===== src/rtl/register_file.sv =====
// register_file: multi-ported general-purpose register file.
//
// Purpose
//   NUM_REGS registers of DATA_WIDTH bits with one synchronous write port and
//   two combinational read ports. Register 0 is hard-wired to zero.
//
// Configuration
//   REGISTER_FILE_WRITE_FORWARD_EN : when defined, a read port whose address
//   matches an active, nonzero write address returns write_data in the same
//   cycle. When undefined, the read port returns the pre-edge stored value.
//
// Ports
//   clk        : rising-edge clock for all state updates
//   reset      : asynchronous active-high reset, clears every register
//   write_en   : write-port enable
//   write_addr : destination register index
//   write_data : value to store
//   read_addr1 : source register index for port 1
//   read_addr2 : source register index for port 2
//   read_data1 : value of register[read_addr1]
//   read_data2 : value of register[read_addr2]

module register_file #(
  parameter int unsigned DATA_WIDTH = 32,
  parameter int unsigned NUM_REGS   = 32
) (
  input  logic                  clk,
  input  logic                  reset,
  input  logic                  write_en,
  input  logic [4:0]            write_addr,
  input  logic [DATA_WIDTH-1:0] write_data,
  input  logic [4:0]            read_addr1,
  input  logic [4:0]            read_addr2,
  output logic [DATA_WIDTH-1:0] read_data1,
  output logic [DATA_WIDTH-1:0] read_data2
);

  // Register 0 has no storage; it always reads as zero.
  logic [DATA_WIDTH-1:0] r_regs [1:NUM_REGS-1];

  logic [NUM_REGS-1:1]   w_we_onehot;
  logic                  w_we_any;
  logic [DATA_WIDTH-1:0] w_rd1;
  logic [DATA_WIDTH-1:0] w_rd2;

  // One-hot write decode. Address 0 and out-of-range addresses decode to no
  // enable, so those writes are silently dropped.
  always_comb begin
    w_we_onehot = '0;
    if (write_en) begin
      for (int i = 1; i < int'(NUM_REGS); i++) begin
        w_we_onehot[i] = (int'(write_addr) == i);
      end
    end
  end

  assign w_we_any = |w_we_onehot;

  always_ff @(posedge clk or posedge reset) begin
    if (reset) begin
      for (int i = 1; i < int'(NUM_REGS); i++) begin
        r_regs[i] <= '0;
      end
    end else begin
      for (int i = 1; i < int'(NUM_REGS); i++) begin
        if (w_we_onehot[i]) begin
          r_regs[i] <= write_data;
        end
      end
    end
  end

  // Read muxes. Reset forces zero so a forwarded write_data cannot leak out
  // while the array is held clear.
  always_comb begin
    w_rd1 = '0;
    w_rd2 = '0;
    if (!reset) begin
      for (int i = 1; i < int'(NUM_REGS); i++) begin
        if (int'(read_addr1) == i) begin
          w_rd1 = r_regs[i];
        end
        if (int'(read_addr2) == i) begin
          w_rd2 = r_regs[i];
        end
      end
`ifdef REGISTER_FILE_WRITE_FORWARD_EN
      // w_we_any already excludes address 0, so r0 is never forwarded.
      if (w_we_any && (read_addr1 == write_addr)) begin
        w_rd1 = write_data;
      end
      if (w_we_any && (read_addr2 == write_addr)) begin
        w_rd2 = write_data;
      end
`endif
    end
  end

`ifndef REGISTER_FILE_WRITE_FORWARD_EN
  // Only consumed by the forwarding path.
  logic w_unused_we_any;
  assign w_unused_we_any = w_we_any;
`endif

  assign read_data1 = w_rd1;
  assign read_data2 = w_rd2;

endmodule


===== config.mk =====
export PLATFORM = sky130hd
export DESIGN_NAME = register_file
export DESIGN_NICKNAME = d
export VERILOG_FILES = /design/src/rtl/register_file.sv
export SDC_FILE = /design/constraint.sdc
export NUM_CORES = 2
export LEC_CHECK = 0
export ABC_AREA = 1
export ABC_CLOCK_PERIOD_IN_PS = 73200
export CORE_MARGIN = 2
export CORE_UTILIZATION = 40
export CTS_CLUSTER_SIZE = 12
export DETAILED_ROUTE_END_ITERATION = 8
export GPL_TIMING_DRIVEN = 0
export SLEW_MARGIN = 20
export SYNTH_ARGS = -nofsm -noshare
export SYNTH_HDL_FRONTEND = slang
export SYNTH_SLANG_ARGS = --single-unit
export TNS_END_PERCENT = 20

===== constraint.sdc =====
create_clock -name clk -period 73.2 [get_ports clk]
set_clock_uncertainty 0.2 [all_clocks]
set_input_delay 14.64 -clock clk [delete_from_list [all_inputs] [get_ports clk]]
set_output_delay 14.64 -clock clk [all_outputs]
set_load 0.02 [all_outputs]

After elaboration in Yosys (flattened, before gate mapping) --
Index checks and enable logic that the tools add are counted.
Operators by class: $add $sub $neg 0, multipliers 0, div/mod/pow operators 0, $lt $le $gt $ge 0, equality and inequality tests 93, shift-type cells 0, multiplexer cells 65, bitwise logic cells 0, reduce and logical (&&, ||, !) cells 0
Operators with widths (count):
- 32-bit two-way mux | 64
- 5-bit == test, second input constant | 48
- 5-bit by 4-bit == test with 1-bit output, second input constant | 24
- 5-bit by 3-bit == test with 1-bit output, second input constant | 12
- 31-bit two-way mux | 1
- 5-bit by 2-bit == test with 1-bit output, second input constant | 6
- 5-bit by 1-bit == test with 1-bit output, second input constant | 3
Word-level totals: register bits 992, bits in latches 0, memory bits (writable) 0, ROM bits 0, input bits 50, word-level logic and storage cells 189, memories kept 0

Longest topological paths before layout --
depth after elaboration 33, mapped depth 25

Least setup slack after synthesis --
No wires, ideal clock.
path kind input to output, start point input reset, end point output read_data1[11], arrival 47466 ps, data required time 58360 ps, slack 10894 ps, stages on the path 5, buffers on the path 2, cell sequence inv_1 > clkbuf_1 > clkbuf_1 > o21ai_0 > a21oi_1
On the way: cells in the longest elaborated chain, start to end 1
RTL lines:
- start, declared | line 28 | input logic reset,
- 32-bit two-way mux | line 78 | if (!reset) begin
- end, declared | line 34 | output logic [DATA_WIDTH-1:0] read_data1,
No other way between the ends.

Worst setup path in the final report --
start point input read_addr1[2], end point output read_data1[10]
On the way: cells in the longest elaborated chain, start to end 33, elaborated cells between the ends (all ways) 63
RTL lines:
- start, declared | line 32 | input logic [4:0] read_addr1,
- 5-bit by 2-bit == test with 1-bit output | line 80 | if (int'(read_addr1) == i) begin
- 32-bit two-way mux (30 in series) | line 80
- 32-bit two-way mux * | line 80
- 32-bit two-way mux * | line 78
Every way passes the cells marked *; elsewhere a longest branch is shown, timed or not.

==> Flow_metrics.wiki <==
{| class="wikitable"
! Metric !! Value
|-
| Share of the synthesized area in the top cell type || between 40 and 50%
|-
| Portion of total power attributed to sequential cells || a little under half
|-
| Tightest Hold Check Type || flop to flop
|-
| CTS hold repair buffers || 0
|-
| Clock-pin slew on the worst setup and hold paths || roughly 60 ps
|-
| Met2 wire length || ~110 mm
|-
| Combinational cell fraction of total power || between 15 and 20%
|-
| Final number of max-transition violations || 0
|-
| Post-synth EDFFs || 0
|-
| Startpoint of the worst register-to-register path || r_regs[611]$_DFFE_PP0P_
|-
| WP data required || slightly below 60000 ps
|-
| Detailed-route wire length per cell || 26.5 um
|-
| Placed cell count || 9064
|-
| Largest net degree at the start of global routing || 53
|-
| Fraction of power spent switching nets || approximately a third
|-
| Result of the run || finished, final reports clean
|-
| Die width || between 300 and 400 um
|-
| Post-DP HPWL || ~190 mm
|-
| Effective utilization at floorplan || 40.4%
|-
| Count of endpoints failing hold in the final timing report || 0
|-
| Drt first pass iters || 8
|-
| Minimum clock period after layout || between 30000 and 40000 ps
|-
| Worst setup slack after layout || around 37000 ps
|-
| Number of buffers on the longest clock path || 3
|-
| Global-route usage over all layers || about 37%
|-
| 1st-iter DRT viols || about 7600
|-
| Internal portion of total power || around 0.0011 W
|-
| FF-to-FF path depth || 2
|-
| CTS Buf Count || approximately 110
|-
| Global-route wire length before repair || 350 mm
|-
| Synthesized area per cell || 7.11 um^2
|-
| Layout overhead on the synthesized area || 14.9%
|-
| Vias in the first global route || ~50000
|-
| Num ports || between 100 and 150
|-
| Register area share after synthesis || between 40% and 50%
|-
| Synth warn || 0
|-
| Place WS || around 38000 ps
|-
| Via count || roughly 54000
|-
| Vertical die dimension || between 300 and 400 um
|-
| Antenna violations before repair || 17
|-
| Layout filler cell count || 13200
|-
| Dominant cell type by area after synthesis || sky130_fd_sc_hd__dfrtp_1
|-
| Ranking of synthesized cells by instance count || sky130_fd_sc_hd__nand2_1, sky130_fd_sc_hd__o21ai_0, sky130_fd_sc_hd__dfrtp_1, sky130_fd_sc_hd__nor2_1, sky130_fd_sc_hd__inv_1
|-
| Registers with the most flip-flops || r_regs x992
|-
| Capturing element type of the critical path || primary output
|-
| Reg-to-reg setup timing slack || between 70000 and 80000 ps
|-
| Worst slew slack as a fraction of its limit || ~15%
|-
| Core region area || approximately 130000 um^2
|-
| Worst endpoint data arrival time || 20940 ps
|-
| Launch point of the worst path || read_addr1[2]
|-
| DRC viols || 0
|-
| Sum of routed wire length over all layers || between 200 and 250 mm
|-
| Highest metal layer with signal wires || met5
|-
| Cells after Synth || just over 7000
|-
| Category of the worst setup path launch point || input port
|-
| Power spent charging and discharging nets || just over 0.0005 W
|-
| Worst hold-check slack || 284 ps
|-
| Final Power || 0.00158 W
|-
| Clock insertion delay at the later pin of the skew report || 740 ps
|-
| Number of nets in the layout || 7566
|-
| CTS HTree Levels || 3
|-
| Ratio of routed vias to standard cells || 5.84
|-
| Maximum resistive drop on vdd || roughly 19 uV
|-
| Number of flip-flops under the largest register name || roughly 990
|-
| Highest attainable clock frequency || approximately 28 MHz
|-
| Finish-stage setup viols || 0
|-
| Site row count || roughly 130
|-
| Most repeated cell in the gate-level netlist after synthesis || sky130_fd_sc_hd__nand2_1
|-
| Number of port buffers || 111
|-
| RSZ-0062 raised after global routing || false
|-
| CTS tree || built
|-
| Maximum Capacitance Violations || 0
|-
| Routability cong. || around 1.0
|-
| Slew at the pin closest to its max-slew limit || around 1300 ps
|-
| Area of the mapped netlist || roughly 52000 um^2
|-
| Count of clock tree sinks || around 990
|-
| Largest driver fanout on the critical path || 10
|-
| Terminus of the critical flop-to-flop path || r_regs[611]$_DFFE_PP0P_
|-
| Syn Nets || roughly 7300
|-
| Final period util || 48.9%
|-
| Overflow left after global routing || 0
|-
| Synth Register Bits || roughly 990
|-
| Last element of the critical path || read_data1[10]
|-
| Met1 wire length || approximately 94 mm
|-
| Routed wire length on met3 || 29.5 mm
|-
| FFs w/ async S/R, synth || 100%
|-
| Number of non-filler instances in the completed layout || 9274
|-
| Post-synth cell types || 27
|-
| Static leakage || 26.7 nW
|-
| Root buf cell || sky130_fd_sc_hd__clkbuf_16
|-
| Antenna Violating Nets Remaining || 0
|-
| Total setup buffers inserted after CTS || 0
|-
| Kind of critical path || input port to primary output
|-
| Biggest area contributors in the synthesized netlist || sky130_fd_sc_hd__dfrtp_1, sky130_fd_sc_hd__nand2_1, sky130_fd_sc_hd__o21ai_0
|-
| Fraction of layout instances using a drive strength above 1 || 4.22%
|-
| Cells resized by post-CTS repair || 0
|-
| Cell Pwr Density || between 20 and 30 nW/um^2
|-
| Primary FF master, synth || sky130_fd_sc_hd__dfrtp_1
|-
| Clock share of power || a little under two fifths
|-
| Sum Neg Setup Slack || 0 ps
|-
| Floorplan die area || between 100000 and 150000 um^2
|-
| Register ranked first by flip-flop count || r_regs
|}
[power groups by stage]
| stage | registers (W) | logic (W) | clock network, W |
|---|---|---|---|
| after floorplan | 0.000717 | 0.000148 | 0 |
| after global placement | 0.000737 | 0.000230 | 0 |
| after detailed placement | 0.000736 | 0.000241 | 0 |
| after CTS | 0.000728 | 0.000241 | 0.000600 |
| after global routing | 0.000743 | 0.000273 | 0.000624 |
| final | 0.000733 | 0.000246 | 0.000600 |
[worst min path at each step]
| stage | start | end | depth (start not counted) |
|---|---|---|---|
| floorplan | r_regs[128]$_DFFE_PP0P_ | r_regs[128]$_DFFE_PP0P_ | 2 |
| global placement | r_regs[145]$_DFFE_PP0P_ | r_regs[145]$_DFFE_PP0P_ | 2 |
| detailed placement | r_regs[396]$_DFFE_PP0P_ | r_regs[396]$_DFFE_PP0P_ | 2 |
| CTS | r_regs[396]$_DFFE_PP0P_ | r_regs[396]$_DFFE_PP0P_ | 2 |
| global route | r_regs[396]$_DFFE_PP0P_ | r_regs[396]$_DFFE_PP0P_ | 2 |
| finish | r_regs[796]$_DFFE_PP0P_ | r_regs[796]$_DFFE_PP0P_ | 2 |
[through the flow]
stage | util (%) | cell area, um^2
6_report | 46.4 | 59300
3_5_place_dp | 43.4 | 55500
5_1_grt | 46.4 | 59300
4_1_cts | 46.4 | 59300
2_1_floorplan | - | 51600
3_3_place_gp | 42.9 | 54800
[logic make-up (layout without fill, tap and decap cells)]
family | count (synthesis) | in the layout | synth area share, %
AND/OR/NAND/NOR | 3959 | 3959 | 31.8
other | 0 | 2 | 0
flip-flops | 992 | 992 | 48.1
buffers and inverters | 1086 | 1430 | 8.01
AO/OA/AOI/OAI | 1229 | 1229 | 12.1
[worst max-delay path, cell delays in order]
cell	delay [ps]
sky130_fd_sc_hd__clkdlybuf4s50_1	710
sky130_fd_sc_hd__inv_2	80
sky130_fd_sc_hd__nand2_1	460
sky130_fd_sc_hd__nor2_1	230
sky130_fd_sc_hd__clkbuf_1	350
sky130_fd_sc_hd__nand3_1	160
sky130_fd_sc_hd__nand2_1	70
sky130_fd_sc_hd__nor2_1	600
sky130_fd_sc_hd__nand4_1	230
sky130_fd_sc_hd__nand2_1	230
sky130_fd_sc_hd__nand4_1	140
sky130_fd_sc_hd__nor2_1	740
sky130_fd_sc_hd__nand4_1	170
sky130_fd_sc_hd__nor2_1	290
sky130_fd_sc_hd__nand4_1	220
sky130_fd_sc_hd__nor2_1	170
sky130_fd_sc_hd__nand4_1	140
sky130_fd_sc_hd__nor2_1	190
sky130_fd_sc_hd__nand4_1	130
sky130_fd_sc_hd__nor2_1	170
sky130_fd_sc_hd__nand4_1	140
sky130_fd_sc_hd__nand2_1	80
sky130_fd_sc_hd__inv_1	40
sky130_fd_sc_hd__clkdlybuf4s50_1	520
[metal layers]
| layer | track usage, % | up-vias |
|---|---|---|
| li1 | - | 23900 |
| met1 | 46.5 | 26400 |
| met2 | 54.9 | 3146 |
| met3 | 11.4 | 676 |
| met4 | 21.4 | 14 |
| met5 | 0 | - |
[layout by cell type (no fill, tap or decap), types with 3 or more instances in the layout]
cell and count:
sky130_fd_sc_hd__or2_2 24, sky130_fd_sc_hd__nor3_2 7, sky130_fd_sc_hd__buf_12 5, sky130_fd_sc_hd__buf_16 18, sky130_fd_sc_hd__nand3_1 101, sky130_fd_sc_hd__o2111ai_1 27, sky130_fd_sc_hd__a21oi_1 76, sky130_fd_sc_hd__clkbuf_16 113
sky130_fd_sc_hd__clkdlybuf4s50_1 111, sky130_fd_sc_hd__o21ai_0 1124, sky130_fd_sc_hd__inv_2 11, sky130_fd_sc_hd__clkinv_2 32, sky130_fd_sc_hd__nand4_1 507, sky130_fd_sc_hd__nor2_2 7, sky130_fd_sc_hd__buf_4 7, sky130_fd_sc_hd__clkbuf_2 3
sky130_fd_sc_hd__clkinvlp_4 4, sky130_fd_sc_hd__buf_1 9, sky130_fd_sc_hd__nand2_1 2652, sky130_fd_sc_hd__bufinv_16 9, sky130_fd_sc_hd__nor2_1 649, sky130_fd_sc_hd__inv_1 557, sky130_fd_sc_hd__clkbuf_1 476, sky130_fd_sc_hd__buf_2 35
sky130_fd_sc_hd__dfrtp_1 992, sky130_fd_sc_hd__clkbuf_8 32
[layout make-up]
type,instances,area [um^2],area share [%]
flip-flops and latches,992,24800,41.8
well taps,1662,2080,3.50
clock inverters,51,553,0.932
repair buffers,136,1720,2.90
multi-input cells,5188,22700,38.3
inverters,569,2140,3.60
plain buffers,517,2010,3.39
clock buffers,157,3310,5.58
diodes,2,5.00,0.00843
Power figures use the tool's default switching activity.
